<file path="src/rtl/alu_sequencer_if.sv">
// Memory-side handshakes of the sequencer: instruction fetch port and data-memory port.
// Handshake rule: a request stays high until its ack; an ack counts only in a cycle where its request is high.
interface alu_sequencer_if;
   logic       imem_req;
   logic       imem_ack;
   logic [8:0] instr_in;
   logic       dmem_req;
   logic       dmem_we;
   logic       dmem_wsel;
   logic       dmem_ack;

   modport master (
      output imem_req,
      input  imem_ack,
      input  instr_in,
      output dmem_req,
      output dmem_we,
      output dmem_wsel,
      input  dmem_ack
   );

   modport slave (
      input  imem_req,
      output imem_ack,
      output instr_in,
      input  dmem_req,
      input  dmem_we,
      input  dmem_wsel,
      output dmem_ack
   );
endinterface

</file>
<file path="src/rtl/alu_sequencer.sv">
// Multi-cycle fetch/decode/execute control unit for the 8-bit ALU datapath.
// Owns the PC, the instruction register, the latched less-than flag and the sign-mode bit.
module alu_sequencer #(
   parameter logic [7:0] PC_RESET      = 8'h00,
   parameter logic       SIGN_MODE_DEF = 1'b0
) (
   input  logic            clk,
   input  logic            rst_n,
   input  logic            start,
   alu_sequencer_if.master bus,
   output logic [7:0]      pc,
   output logic [3:0]      alu_opcode,
   output logic            alu_sign,
   output logic            alu_b_imm,
   output logic [7:0]      alu_imm,
   input  logic            alu_lt,
   input  logic            alu_ovf,
   output logic [2:0]      rf_ra,
   output logic [2:0]      rf_rb,
   output logic            rf_we,
   output logic            ovf_we,
   output logic            busy,
   output logic            halted,
   output logic            lt_latched,
   output logic [2:0]      fsm_state
);

   typedef enum logic [2:0] {
      S_IDLE   = 3'd0,
      S_FETCH  = 3'd1,
      S_DECODE = 3'd2,
      S_EXEC   = 3'd3,
      S_MEM    = 3'd4,
      S_WB     = 3'd5,
      S_HALT   = 3'd6
   } state_t;

   localparam logic [3:0] OP_CPF  = 4'b0001;
   localparam logic [3:0] OP_ADD  = 4'b0010;
   localparam logic [3:0] OP_LDR  = 4'b0101;
   localparam logic [3:0] OP_STR  = 4'b0110;
   localparam logic [3:0] OP_STL  = 4'b0111;
   localparam logic [3:0] OP_LT   = 4'b1001;
   localparam logic [3:0] OP_I0   = 4'b1010;
   localparam logic [3:0] OP_I1   = 4'b1011;
   localparam logic [3:0] OP_I2   = 4'b1100;
   localparam logic [3:0] OP_I3   = 4'b1101;
   localparam logic [3:0] OP_HALT = 4'b1110;
   localparam logic [3:0] OP_BR   = 4'b1111;

   state_t     state, state_nxt;
   logic [8:0] ir;
   logic       sign_mode;
   logic [3:0] opc;
   logic [7:0] br_off;
   logic       alu_live;
   logic       imem_req, dmem_req, dmem_we, dmem_wsel;

   assign opc       = ir[8:5];
   assign br_off    = {{3{ir[4]}}, ir[4:0]};
   assign rf_ra     = ir[4:2];
   assign rf_rb     = {1'b0, ir[1:0]};
   assign alu_imm   = {3'b000, ir[4:0]};
   assign alu_sign  = sign_mode;
   assign busy      = (state != S_IDLE) && (state != S_HALT);
   assign halted    = (state == S_HALT);
   assign fsm_state = state;

   assign bus.imem_req  = imem_req;
   assign bus.dmem_req  = dmem_req;
   assign bus.dmem_we   = dmem_we;
   assign bus.dmem_wsel = dmem_wsel;

   // The ALU stays driven through WB so the result and overflow are valid at writeback.
   assign alu_live = ((state == S_EXEC) || (state == S_WB)) && (opc != OP_HALT) && (opc != OP_BR);

   always_ff @(posedge clk) begin
      if (!rst_n) begin
         state <= S_IDLE;
      end else begin
         state <= state_nxt;
      end
   end

   always_ff @(posedge clk) begin
      if (!rst_n) begin
         pc         <= PC_RESET;
         ir         <= '0;
         lt_latched <= 1'b0;
         sign_mode  <= SIGN_MODE_DEF;
      end else begin
         if (state == S_FETCH && bus.imem_ack) ir <= bus.instr_in;
         if (state == S_DECODE && opc != OP_HALT && opc != OP_BR) pc <= pc + 8'd1;
         if (state == S_EXEC) begin
            if (opc == OP_LT)  lt_latched <= alu_lt;
            if (opc == OP_CPF) sign_mode  <= ~sign_mode;
            // Branch target is relative to the branch's own address; PC was not advanced in DECODE.
            if (opc == OP_BR)  pc <= lt_latched ? (pc + br_off) : (pc + 8'd1);
         end
      end
   end

   always_comb begin
      state_nxt  = state;
      imem_req   = 1'b0;
      dmem_req   = 1'b0;
      dmem_we    = 1'b0;
      dmem_wsel  = 1'b0;
      rf_we      = 1'b0;
      ovf_we     = 1'b0;
      alu_opcode = 4'b0000;
      alu_b_imm  = 1'b0;
      if (alu_live) begin
         alu_opcode = opc;
         alu_b_imm  = (opc == OP_I0) || (opc == OP_I1) || (opc == OP_I2) || (opc == OP_I3);
      end
      case (state)
         S_IDLE:   if (start) state_nxt = S_FETCH;
         S_FETCH: begin
            imem_req = 1'b1;
            if (bus.imem_ack) state_nxt = S_DECODE;
         end
         S_DECODE: state_nxt = (opc == OP_HALT) ? S_HALT : S_EXEC;
         S_EXEC: begin
            if (opc == OP_LT || opc == OP_BR)                         state_nxt = S_FETCH;
            else if (opc == OP_LDR || opc == OP_STR || opc == OP_STL) state_nxt = S_MEM;
            else                                                      state_nxt = S_WB;
         end
         S_MEM: begin
            dmem_req  = 1'b1;
            dmem_we   = (opc == OP_STR) || (opc == OP_STL);
            dmem_wsel = (opc == OP_STL);
            if (bus.dmem_ack) state_nxt = (opc == OP_LDR) ? S_WB : S_FETCH;
         end
         S_WB: begin
            rf_we     = 1'b1;
            ovf_we    = alu_ovf && ((opc == OP_ADD) || (opc == OP_I0) || (opc == OP_I1) || (opc == OP_I2));
            state_nxt = S_FETCH;
         end
         S_HALT:   state_nxt = S_HALT;
         default:  state_nxt = S_IDLE;
      endcase
   end

endmodule

</file>
<file path="src/flat_wrapper.sv">
// flat-port wrapper written by rule: the top's interface ports become plain ports
module alu_sequencer_flat 
#(
   parameter logic [7:0] PC_RESET      = 8'h00,
   parameter logic       SIGN_MODE_DEF = 1'b0
)
  (clk, rst_n, start, pc, alu_opcode, alu_sign, alu_b_imm, alu_imm, alu_lt, alu_ovf, rf_ra, rf_rb, rf_we, ovf_we, busy, halted, lt_latched, fsm_state, bus_imem_req, bus_imem_ack, bus_instr_in, bus_dmem_req, bus_dmem_we, bus_dmem_wsel, bus_dmem_ack);
  alu_sequencer_if bus_i ();
  input  logic clk;
  input  logic rst_n;
  input  logic start;
  output logic [7:0] pc;
  output logic [3:0] alu_opcode;
  output logic alu_sign;
  output logic alu_b_imm;
  output logic [7:0] alu_imm;
  input  logic alu_lt;
  input  logic alu_ovf;
  output logic [2:0] rf_ra;
  output logic [2:0] rf_rb;
  output logic rf_we;
  output logic ovf_we;
  output logic busy;
  output logic halted;
  output logic lt_latched;
  output logic [2:0] fsm_state;
  output wire logic [$bits(bus_i.imem_req)-1:0] bus_imem_req;
  input wire logic [$bits(bus_i.imem_ack)-1:0] bus_imem_ack;
  input wire logic [$bits(bus_i.instr_in)-1:0] bus_instr_in;
  output wire logic [$bits(bus_i.dmem_req)-1:0] bus_dmem_req;
  output wire logic [$bits(bus_i.dmem_we)-1:0] bus_dmem_we;
  output wire logic [$bits(bus_i.dmem_wsel)-1:0] bus_dmem_wsel;
  input wire logic [$bits(bus_i.dmem_ack)-1:0] bus_dmem_ack;
  assign bus_imem_req = bus_i.imem_req;
  assign bus_i.imem_ack = bus_imem_ack;
  assign bus_i.instr_in = bus_instr_in;
  assign bus_dmem_req = bus_i.dmem_req;
  assign bus_dmem_we = bus_i.dmem_we;
  assign bus_dmem_wsel = bus_i.dmem_wsel;
  assign bus_i.dmem_ack = bus_dmem_ack;
  alu_sequencer #(.PC_RESET(PC_RESET), .SIGN_MODE_DEF(SIGN_MODE_DEF)) u_core (.clk(clk), .rst_n(rst_n), .start(start), .bus(bus_i), .pc(pc), .alu_opcode(alu_opcode), .alu_sign(alu_sign), .alu_b_imm(alu_b_imm), .alu_imm(alu_imm), .alu_lt(alu_lt), .alu_ovf(alu_ovf), .rf_ra(rf_ra), .rf_rb(rf_rb), .rf_we(rf_we), .ovf_we(ovf_we), .busy(busy), .halted(halted), .lt_latched(lt_latched), .fsm_state(fsm_state));
endmodule
</file>
<file path="config.mk">
export PLATFORM = sky130hd
export DESIGN_NAME = alu_sequencer_flat
export DESIGN_NICKNAME = d
export VERILOG_FILES = /design/src/rtl/alu_sequencer_if.sv /design/src/rtl/alu_sequencer.sv /design/src/flat_wrapper.sv
export SDC_FILE = /design/constraint.sdc
export NUM_CORES = 1
export LEC_CHECK = 0
export CORE_UTILIZATION = 48
export CTS_BUF_LIST = sky130_fd_sc_hd__clkbuf_4
export CTS_CLUSTER_SIZE = 40
export DETAILED_ROUTE_END_ITERATION = 8
export PLACE_DENSITY = 0.82
export SETUP_SLACK_MARGIN = 0.4
export SLEW_MARGIN = 10
export SYNTH_ARGS = -nofsm -noshare
export SYNTH_HDL_FRONTEND = slang
export SYNTH_SLANG_ARGS = --single-unit
</file>
<file path="constraint.sdc">
create_clock -name clk -period 6 [get_ports clk]
set_input_delay 1.5 -clock clk [delete_from_list [all_inputs] [get_ports clk]]
set_output_delay 1.5 -clock clk [all_outputs]
set_load 0.03 [all_outputs]
</file>
==> impl_metrics.toml <==
[route]
drt_iter0_drc = 77
first_pass_iters = 4
drc = 0
vias = 1745
vias_per_cell = 5.45
antenna_left = 0
wirelength_um = 4090
post_drt_wl_per_cell_um = 12.8

[global_route]
grt.total_usage_pct = 21.7
overflow = 0
grt_pass1_vias = 1552
busiest_layer = "met2"
grt_use_met3_pct = 3.47
antenna_found_initial = 0
gr-usage-met1_pct = 29.7
grt_pass1_wl_um = 7090
grt_max_degree = 18
use_met2_pct = 35.5

[critical_path]
crit_path_end_kind = "output pin"
crit_arrival_ns = 2.75
worstSetupPathType = "input pin to output pin"
cp_slowest_stage_delay_ns = 0.66
crit_cells = 3
crit_top_cell = "clkdlybuf4s50_1"
r2r_end = "u_core.pc[6]$_SDFF_PN0_"
startpoint_type = "input pin"
reg2reg_depth = 8
crit_fanout = 1
r2r_slack_ns = 3.79
cp.required_ns = 4.50
slowest_stage = "clkdlybuf4s50_1"
critical-path-top-delay-family = "buffers and inverters"
crit_start = "alu_ovf"
worst-path-buf-inv = 2
r2r-start = "u_core.pc[0]$_SDFF_PN0_"
path_cells = "clkdlybuf4s50_1 > and3_1 > clkdlybuf4s50_1"

[final_layout]
layout_commonest_cell = "clkdlybuf4s50_1"
layout_common_cells = "clkdlybuf4s50_1 (51), nand2_1 (34), dfxtp_1 (22), a21oi_1 (21), nor2_1 (20)"
num_antenna_cells = 0
drive_above_1_share_pct = 3.65
fillCellCount = 295
post-route-cell-area_sq_um = 2260
nets = 300
syn_to_final_growth_pct = 26.8
final_util_pct = 65.6

[logic_synthesis]
seq_area_frac_synth_pct = 24.7
synthCells = 241
synth_ff_type = "dfxtp_1"
synth_edf_count = 0
syn_area_sq_um = 1780
synth_seq_cells = 22
ys_types = 54
synth_area_per_cell_sq_um = 7.39
async_flop_share_pct = 0
ys_warn_count = 0

[sta]
final_max_slew_viol_count = 0
tns_ns = 0
max_freq_mhz = 235
period_share_pct = 70.8
tightest_slew_ns = 0.901
setup_viol = 0
slew_headroom_pct = 39.4
timing.final.ws_setup_ns = 1.75
finalHoldViolations = 0
clock_skew_ns = 0.00290
finalCriticalPeriod_ns = 4.25
rsz0062_at_grt = "no"

[place]
place_congestion = 0.843
dp_hpwl_um = 3000
numPortBuffers = 51
pre_cts_slack_ns = 1.75
post_dp_cell_area_sq_um = 2200

[cts]
clk_latency_ns = 0.31
cts_buffer_depth = 2
clock-root-buffer = "clkbuf_4"
cts_tree = "yes"
cts-resized-gates = 0
clkTransAtPathRegs_ns = 0.13
ctsHtreeMaxLevel = 1
clock-sinks = 22
hold_buffers = 0
cts_setup_buffers = 0
cts_buffers = 3

[outcome]
status = "finished, final reports clean"

[floorplanning]
start_util_pct = 51.7
die_w_um = 62.9
rows = 21
io_pins = 56
core-area_sq_um = 3440
die_h_um = 62.9
dieArea_sq_um = 3960

[worst_hold_path]
hold_path_end = "u_core.ir[2]$_SDFFE_PN0P_"
hold_depth = 2
worst_hold_path_type = "flip-flop to flip-flop"
min-delay-start = "u_core.ir[2]$_SDFFE_PN0P_"

[run]
cap_viol_max_count = 0

[power_and_ir_drop]
irDropWorstVdd_mv = 0.115
p_total_mw = 0.366
p_leak_nw = 0.841
p_per_area_nw_per_um2 = 162
registers in the layout (all words and copies together), names as in the netlist:
name,cells
u_core.alu_sign,1
u_core.fsm_state,3
u_core.ir,9
u_core.lt_latched,1
u_core.pc,8
per-stage QoR:
step / hold slack (ns) / instances
2_1_floorplan: 0.466 / 244
3_3_place_gp: 0.480 / 316
3_5_place_dp: 0.488 / 316
4_1_cts: 0.506 / 320
5_1_grt: 0.531 / 320
6_report: 0.508 / 320
how the worst max path moves through the flow:
stage	slack [ns]	end
2_1_floorplan	2.13	bus_dmem_wsel
5_1_grt	1.71	ovf_we
6_report	1.75	ovf_we
4_1_cts	1.74	ovf_we
3_3_place_gp	1.76	ovf_we
3_5_place_dp	1.75	ovf_we
final cells by class:
| class | count | area, sq um | area share [%] |
|---|---|---|---|
| Timing Repair Buffer | 51 | 510 | 22.6 |
| Sequential cell | 22 | 440 | 19.5 |
| Tap cell | 46 | 57.6 | 2.55 |
| Clock buffer | 3 | 22.5 | 0.998 |
| Multi-Input combinational cell | 188 | 1160 | 51.5 |
| Clock inverter | 1 | 30.0 | 1.33 |
| Inverter | 9 | 33.8 | 1.50 |
worst register-to-register path: cells and delay by family (launching register included):
family | cells | cell delay [ns]
adder cells (fa/ha/maj) | 2 | 0.64
AO/OA/AOI/OAI | 3 | 0.44
flip-flops | 1 | 0.44
multiplexers | 1 | 0.34
AND/OR/NAND/NOR | 1 | 0.19
buffers and inverters | 1 | 0.07
routing by layer:
layer / vias up / routed length [um]
met3: 2 / 150
met4: 0 / 13
met2: 42 / 1900
met5: - / 0
li1: 902 / -
met1: 799 / 2020
kinds of logic after synthesis:
family | after synthesis | synth area share [%]
buffers and inverters | 34 | 10.6
AO/OA/AOI/OAI | 58 | 21.0
flip-flops | 22 | 24.7
multiplexers | 3 | 1.76
adder cells (fa/ha/maj) | 9 | 6.75
AND/OR/NAND/NOR | 100 | 28.0
XOR/XNOR | 14 | 6.89
other | 1 | 0.211
synth_stat cells, drive strengths merged (3+ instances only):
cell / n / area [sq um]
o21ai: 7 / 35.0
clkbuf: 4 / 15.0
dfxtp: 22 / 440
nand3: 7 / 35.0
a211oi: 6 / 45.0
o22ai: 3 / 18.8
and3: 5 / 31.3
nor3: 3 / 15.0
ha: 8 / 100
nor2: 20 / 75.1
nor2b: 5 / 31.3
a31oi: 3 / 18.8
xnor2: 7 / 61.3
nor4: 5 / 37.5
inv: 8 / 30.0
xor2: 7 / 61.3
or3: 3 / 18.8
buf: 21 / 140
o211ai: 3 / 22.5
nand2: 35 / 134
and2: 7 / 43.8
a21oi: 21 / 105
report_power, final:
group / internal (mW) / switching (mW) / total (mW)
clock network: 0.0675 / 0.0460 / 0.113
logic: 0.0382 / 0.0500 / 0.0882
registers: 0.152 / 0.0130 / 0.165
total: 0.257 / 0.109 / 0.366
Power figures use the tool's default switching activity.
